===== config.mk =====
export PLATFORM = sky130hd
export DESIGN_NAME = water_flow_sequencer
export DESIGN_NICKNAME = d
export VERILOG_FILES = /design/src/rtl/water_flow_sequencer.sv
export SDC_FILE = /design/constraint.sdc
export NUM_CORES = 1
export LEC_CHECK = 0
export BUFFER_PORTS_ARGS = -buffer_cell sky130_fd_sc_hd__buf_2
export CAP_MARGIN = 10
export CELL_PAD_IN_SITES_DETAIL_PLACEMENT = 0
export CELL_PAD_IN_SITES_GLOBAL_PLACEMENT = 2
export CORE_AREA = 2 2 91 93
export DETAILED_ROUTE_END_ITERATION = 8
export DIE_AREA = 0 0 93 95
export PLACE_DENSITY = 0.79
export SYNTH_ARGS = -nofsm -noshare
export SYNTH_HDL_FRONTEND = slang
export SYNTH_SLANG_ARGS = --single-unit
export TNS_END_PERCENT = 100

===== constraint.sdc =====
create_clock -name clk -period 2.65 [get_ports clk]
set_input_delay 0.6625 -clock clk [delete_from_list [all_inputs] [get_ports clk]]
set_output_delay 0.6625 -clock clk [all_outputs]
set_load 0.05 [all_outputs]

===== src/rtl/water_flow_sequencer.sv =====
`default_nettype none
// +--------------------------------------------------------------------------+
// | Module   : water_flow_sequencer                                          |
// | Function : One-hot head-position sequencer for the water-flow LED mode.  |
// |            Steps left, right, ping-pong or holds at a programmable rate, |
// |            with run / pause / single-step control.                       |
// | Options  : WFS_PINGPONG_EN - when defined, dir_mode=10 bounces between   |
// |            the end positions; when undefined it behaves as left rotation |
// |            and no direction register is built.                           |
// | Revision : 1.0 - initial release                                         |
// +--------------------------------------------------------------------------+
module water_flow_sequencer #(
  parameter logic [31:0] STEP_DIV = 32'd12_000_000,
  parameter int unsigned N_LED    = 8
) (
  input  logic             clk,
  input  logic             rst,
  input  logic             en,
  input  logic             pause,
  input  logic             step_req,
  input  logic [1:0]       dir_mode,
  input  logic [1:0]       speed,
  output logic [N_LED-1:0] led_select,
  output logic             step_strobe,
  output logic             wrap,
  output logic             busy
);

  localparam logic [N_LED-1:0] c_led_first = N_LED'(1);

  typedef enum logic [1:0] {
    S_IDLE  = 2'd0,
    S_RUN   = 2'd1,
    S_PAUSE = 2'd2
  } state_t;

  state_t           r_state;
  state_t           w_state_nxt;
  logic [31:0]      r_cnt;
  logic [31:0]      w_cnt_nxt;
  logic [N_LED-1:0] r_led;
  logic [N_LED-1:0] w_led_nxt;
  logic             r_strobe;
  logic             w_strobe_nxt;
  logic             r_wrap;
  logic             w_wrap_nxt;
  logic             r_busy;
  logic             w_busy_nxt;

  // Step period: STEP_DIV >> speed, never below one cycle.
  logic [31:0]      w_shifted;
  logic [31:0]      w_period;
  logic [31:0]      w_last;

  // Candidate position for a step taken this cycle.
  logic [N_LED-1:0] w_step_led;
  logic             w_step_wrap;
  logic             w_step_move;
  logic             w_take_step;

`ifdef WFS_PINGPONG_EN
  logic             r_dir_down;
  logic             w_dir_nxt;
  logic             w_step_dir_down;
`endif

  assign w_shifted = STEP_DIV >> speed;
  assign w_period  = (w_shifted == 32'd0) ? 32'd1 : w_shifted;
  assign w_last    = w_period - 32'd1;

  // Compute where the head moves to if a step happens now, and whether that step closes a lap.
  always_comb begin
    w_step_led  = r_led;
    w_step_wrap = 1'b0;
    w_step_move = 1'b1;
`ifdef WFS_PINGPONG_EN
    w_step_dir_down = r_dir_down;
`endif
    case (dir_mode)
      2'b01: begin
        w_step_led  = (r_led >> 1) | (r_led << (N_LED - 1));
        w_step_wrap = r_led[0];
      end
      2'b11: begin
        w_step_move = 1'b0;
      end
`ifdef WFS_PINGPONG_EN
      2'b10: begin
        if (r_led[N_LED-1]) begin
          w_step_dir_down = 1'b1;
          w_step_led      = r_led >> 1;
        end else if (r_led[0]) begin
          // A lap ends when the head turns around at bit 0 after descending.
          w_step_dir_down = 1'b0;
          w_step_led      = r_led << 1;
          w_step_wrap     = r_dir_down;
        end else if (r_dir_down) begin
          w_step_led = r_led >> 1;
        end else begin
          w_step_led = r_led << 1;
        end
      end
`endif
      default: begin
        w_step_led  = (r_led << 1) | (r_led >> (N_LED - 1));
        w_step_wrap = r_led[N_LED-1];
      end
    endcase
  end

  // Next-state, counter and output decode; disable overrides everything.
  always_comb begin
    w_state_nxt  = r_state;
    w_cnt_nxt    = r_cnt;
    w_led_nxt    = r_led;
    w_strobe_nxt = 1'b0;
    w_wrap_nxt   = 1'b0;
    w_take_step  = 1'b0;
`ifdef WFS_PINGPONG_EN
    w_dir_nxt    = r_dir_down;
`endif
    if (!en) begin
      w_state_nxt = S_IDLE;
      w_cnt_nxt   = 32'd0;
      w_led_nxt   = '0;
`ifdef WFS_PINGPONG_EN
      w_dir_nxt   = 1'b0;
`endif
    end else begin
      case (r_state)
        S_IDLE: begin
          w_state_nxt = S_RUN;
          w_cnt_nxt   = 32'd0;
          w_led_nxt   = c_led_first;
`ifdef WFS_PINGPONG_EN
          w_dir_nxt   = 1'b0;
`endif
        end
        S_RUN: begin
          if (pause) begin
            w_state_nxt = S_PAUSE;
          end else if (r_cnt >= w_last) begin
            // ">=" so a speed increase that lands below the count steps at once.
            w_cnt_nxt   = 32'd0;
            w_take_step = 1'b1;
          end else begin
            w_cnt_nxt = r_cnt + 32'd1;
          end
        end
        S_PAUSE: begin
          if (!pause) begin
            w_state_nxt = S_RUN;
          end else if (step_req) begin
            w_take_step = 1'b1;
          end
        end
        default: begin
          w_state_nxt = S_IDLE;
          w_cnt_nxt   = 32'd0;
          w_led_nxt   = '0;
        end
      endcase
    end

    if (w_take_step && w_step_move) begin
      w_led_nxt    = w_step_led;
      w_strobe_nxt = 1'b1;
      w_wrap_nxt   = w_step_wrap;
`ifdef WFS_PINGPONG_EN
      w_dir_nxt    = w_step_dir_down;
`endif
    end
  end

  assign w_busy_nxt = (w_state_nxt != S_IDLE);

  // State, counter and registered outputs.
  always_ff @(posedge clk or posedge rst) begin
    if (rst) begin
      r_state    <= S_IDLE;
      r_cnt      <= 32'd0;
      r_led      <= '0;
      r_strobe   <= 1'b0;
      r_wrap     <= 1'b0;
      r_busy     <= 1'b0;
`ifdef WFS_PINGPONG_EN
      r_dir_down <= 1'b0;
`endif
    end else begin
      r_state    <= w_state_nxt;
      r_cnt      <= w_cnt_nxt;
      r_led      <= w_led_nxt;
      r_strobe   <= w_strobe_nxt;
      r_wrap     <= w_wrap_nxt;
      r_busy     <= w_busy_nxt;
`ifdef WFS_PINGPONG_EN
      r_dir_down <= w_dir_nxt;
`endif
    end
  end

  assign led_select  = r_led;
  assign step_strobe = r_strobe;
  assign wrap        = r_wrap;
  assign busy        = r_busy;

endmodule
`default_nettype wire

==> flow_summary_export.csv <==
group,metric,value,unit
sta,worst_pin_slew,0.656,ns
route,drtPass1Iterations,4,
setup_path,critPathRequiredTime,2.88,ns
floorplanning,start_util,0.379,
route,drt-initial-drc-count,63,
power,power.leakage,1.89,nW
synthesis,yosys.area_share.simple,0.207,
synthesis,avgSynthCellArea,9.46,um^2
floorplanning,die_h,95,um
synthesis,synthAdderAreaFrac,0.150,
power,ir_drop,298,uV
sta,setup_viol,0,
synthesis,synth-edff-count,0,
layout,nets,409,
synthesis,synth_top_family_by_area,"simple AND/OR/NAND/NOR gates",
sta,slew_headroom,0.563,
grt,grt-ovfl-total,0,
route,vias,2457,
sta,period_needed,2.62,ns
clock_tree,cts_root_buf,"clkbuf_8",
floorplanning,die_x,93,um
sta,drv_slew,0,
layout,postLayoutCellArea,0.00390,mm^2
synthesis,synthCells,318,
synthesis,ys_seq_area_frac,0.374,
flow_run,cap_violations,0,
synthesis,syn_area,0.00301,mm^2
floorplanning,core_area,0.00793,mm^2
setup_path,start_kind,"input port",
clock_tree,cts_buffers,5,
synthesis,ys_types,47,
floorplanning,core.rowCount,33,
grt,antenna_found_initial,0,
clock_tree,cts.sinks,45,
placed_design,gp_congestion,0.766,
clock_tree,clk_path_buf_depth,2,
grt,grt_pass1_vias,2404,
synthesis,synth_compound_area_frac,0.158,
setup_path,cp-end-kind,"flip-flop",
setup_path,path_max_fanout,16,
route,wl_per_cell,14.6,um
sta,clock_skew,0.0130,ns
placed_design,place_area,0.00346,mm^2
power,finalPower,1.52,mW
sta,rsz0062_at_grt,"true",
route,viasPerCell,5.23,
clock_tree,h-tree-depth,2,
route,routed_wl,6.88,mm
clock_tree,clock_latency,0.31,ns
min_path,hold_path.class,"input port to asynchronous set/reset pin",
layout,fill_cells,756,
setup_path,arrival,2.84,ns
sta,max_freq,382,MHz
clock_tree,cts_tree,"done",
synthesis,synth_xor_area_frac,0.0116,
route,postRouteAntennaNets,0,
synthesis,synth.mux.area_fraction,0.0570,
placed_design,hpwl,4.90,mm
floorplanning,die-area,0.00884,mm^2
grt,grt_pass1_wl,11.6,mm
layout,layout-drive-gt1-share,0.274,
synthesis,synth_seq_cells,45,
floorplanning,io_pins,20,
placed_design,port_buffers,19,
grt,grt_use_total,0.165,
route,drc,0,
clock_tree,clk_pin_slew_worst_paths,0.10,ns
clock_tree,hold_buffers,0,
synthesis,ys_async_sr_fraction,1.00,
layout,antenna_cells,0,
sta,period_share,0.989,
run_status,status,"finished clean",
setup_path,critPathKind,"input port to flip-flop",
synthesis,yosys_warnings,0,
synthesis,ys_dominant_reg_cell,"dfrtp_1",
power,power_density,388,mW/mm^2
grt,grt_max_degree,46,
sta,hold_viol_final,0,
layout,flow.area_growth_from_synthesis,29.8,%
==> power breakdown <==
| group | switching (mW) | internal (mW) | total (mW) |
|---|---|---|---|
| clock network | 0.267 | 0.289 | 0.556 |
| logic | 0.144 | 0.110 | 0.254 |
| registers | 0.0107 | 0.695 | 0.706 |
==> cell type report <==
class / count / area, um^2 / area share
Multi-Input combinational cell: 247 / 2030 / 0.521
Clock buffer: 5 / 68.8 / 0.0176
Sequential cell: 45 / 1130 / 0.288
Inverter: 16 / 88.8 / 0.0228
Timing Repair Buffer: 49 / 404 / 0.104
Clock inverter: 3 / 50.0 / 0.0128
Tap cell: 105 / 131 / 0.0337
==> layout by cell type, fill, tap and decap left out, types with 2 or more instances in the layout <==
cell type / synthesis / final
dfrtp_1: 45 / 45
nand2_1: 36 / 36
ha_1: 36 / 24
buf_4: 3 / 19
nor2_1: 19 / 17
buf_2: 1 / 17
mux2i_1: 16 / 16
o21ai_1: 16 / 15
a21o_1: 13 / 13
ha_4: 0 / 11
nand3_1: 10 / 10
inv_1: 16 / 10
and2_1: 9 / 9
buf_6: 1 / 9
a21oi_1: 9 / 8
nor4_1: 13 / 7
nand4_1: 7 / 7
o211ai_1: 6 / 6
nor4_2: 0 / 5
clkbuf_8: 0 / 5
nor3b_1: 4 / 4
nor2b_1: 4 / 4
inv_2: 0 / 4
or3_1: 5 / 4
o21ai_0: 7 / 4
and4_1: 4 / 3
o21ai_2: 0 / 3
buf_12: 0 / 3
and3_1: 2 / 2
xnor2_1: 2 / 2
xor2_1: 2 / 2
o21a_1: 2 / 2
o211a_1: 2 / 2
a211oi_4: 0 / 2
nor2_2: 0 / 2
and3b_1: 2 / 2
conb_1: 1 / 2
==> repair_timing <==
item	4_1_cts	5_1_grt
pin swaps	11	10
endpoints found under the hold margin	0	0
setup endpoints to repair	31	29
buffers inserted	1	4
gates resized for setup	28	25
gates cloned	1	0
==> logic make-up after synthesis <==
| kind of cell | Yosys count |
|---|---|
| AND/OR/NAND/NOR | 120 |
| XOR/XNOR | 4 |
| flip-flops | 45 |
| buffers and inverters | 27 |
| AO/OA/AOI/OAI | 68 |
| multiplexers | 17 |
| other | 1 |
| adder cells (fa/ha/maj) | 36 |
==> registers in the layout, indices dropped and copies added, names as in the netlist <==
register     cells
busy             1
led_select       8
wrap             1
r_cnt           32
r_state          2
step_strobe      1
==> cell usage after synthesis, types with 2 or more instances <==
master / count / area [um^2]
a211oi_1: 2 / 15.0
a21o_1: 13 / 97.6
a21oi_1: 9 / 45.0
and2_1: 9 / 56.3
and3_1: 2 / 12.5
and3b_1: 2 / 17.5
and4_1: 4 / 35.0
buf_4: 3 / 22.5
clkbuf_1: 6 / 22.5
dfrtp_1: 45 / 1130
ha_1: 36 / 450
inv_1: 16 / 60.1
mux2i_1: 16 / 160
nand2_1: 36 / 135
nand3_1: 10 / 50.1
nand4_1: 7 / 43.8
nor2_1: 19 / 71.3
nor2b_1: 4 / 25.0
nor3_1: 2 / 10.0
nor3b_1: 4 / 30.0
nor4_1: 13 / 81.3
o211a_1: 2 / 20.0
o211ai_1: 6 / 45.0
o21a_1: 2 / 15.0
o21ai_0: 7 / 35.0
o21ai_1: 16 / 80.1
or3_1: 5 / 31.3
xnor2_1: 2 / 17.5
xor2_1: 2 / 17.5
==> through the flow <==
step	utilization	cells	setup WS [ns]	setup TNS [ns]	hold slack (ns)
6_report	0.492	470	0.0303	0	0.374
3_5_place_dp	0.437	456	-0.578	-16.00	0.472
2_1_floorplan	-	319	-0.122	-1.35	0.454
3_3_place_gp	0.437	456	-0.491	-13.89	0.471
5_1_grt	0.492	470	-0.0602	-0.550	0.385
4_1_cts	0.469	466	-0.0215	-0.0806	0.381
==> metal layers <==
layer | global-route usage | part of all wire | up-vias
li1 | - | - | 1233
met1 | 0.225 | 0.48 | 1183
met2 | 0.275 | 0.48 | 35
met3 | 0.0263 | 0.026 | 6
met4 | 0.0429 | 0.010 | 0
met5 | 0 | 0 | -
==> critical path: stages <==
cell	delay [ns]
buf_12	0.11
inv_12	0.05
ha_4	0.14
inv_2	0.04
ha_4	0.15
ha_4	0.21
buf_6	0.12
a211oi_4	0.20
nor2_2	0.08
a2111oi_4	0.28
o211ai_4	0.16
buf_6	0.19
or3_1	0.34
o211ai_1	0.09
==> path summary, 6_finish.rpt <==
check                      cells after the start                   from  slack, ns               endpoint
min reg2reg                                    1  r_cnt[29]$_DFFE_PP0P_       0.49  r_cnt[29]$_DFFE_PP0P_
max                                           14               speed[0]       0.03   r_cnt[9]$_DFFE_PP0P_
max reg2reg                                    8  r_cnt[26]$_DFFE_PP0P_       0.29  r_cnt[21]$_DFFE_PP0P_
min in group clk                               1  r_cnt[29]$_DFFE_PP0P_       0.49  r_cnt[29]$_DFFE_PP0P_
min                                            3                    rst       0.37  r_cnt[26]$_DFFE_PP0P_
max in group asynchronous                      3                    rst       2.05  r_cnt[23]$_DFFE_PP0P_
Power figures use the tool's default switching activity.
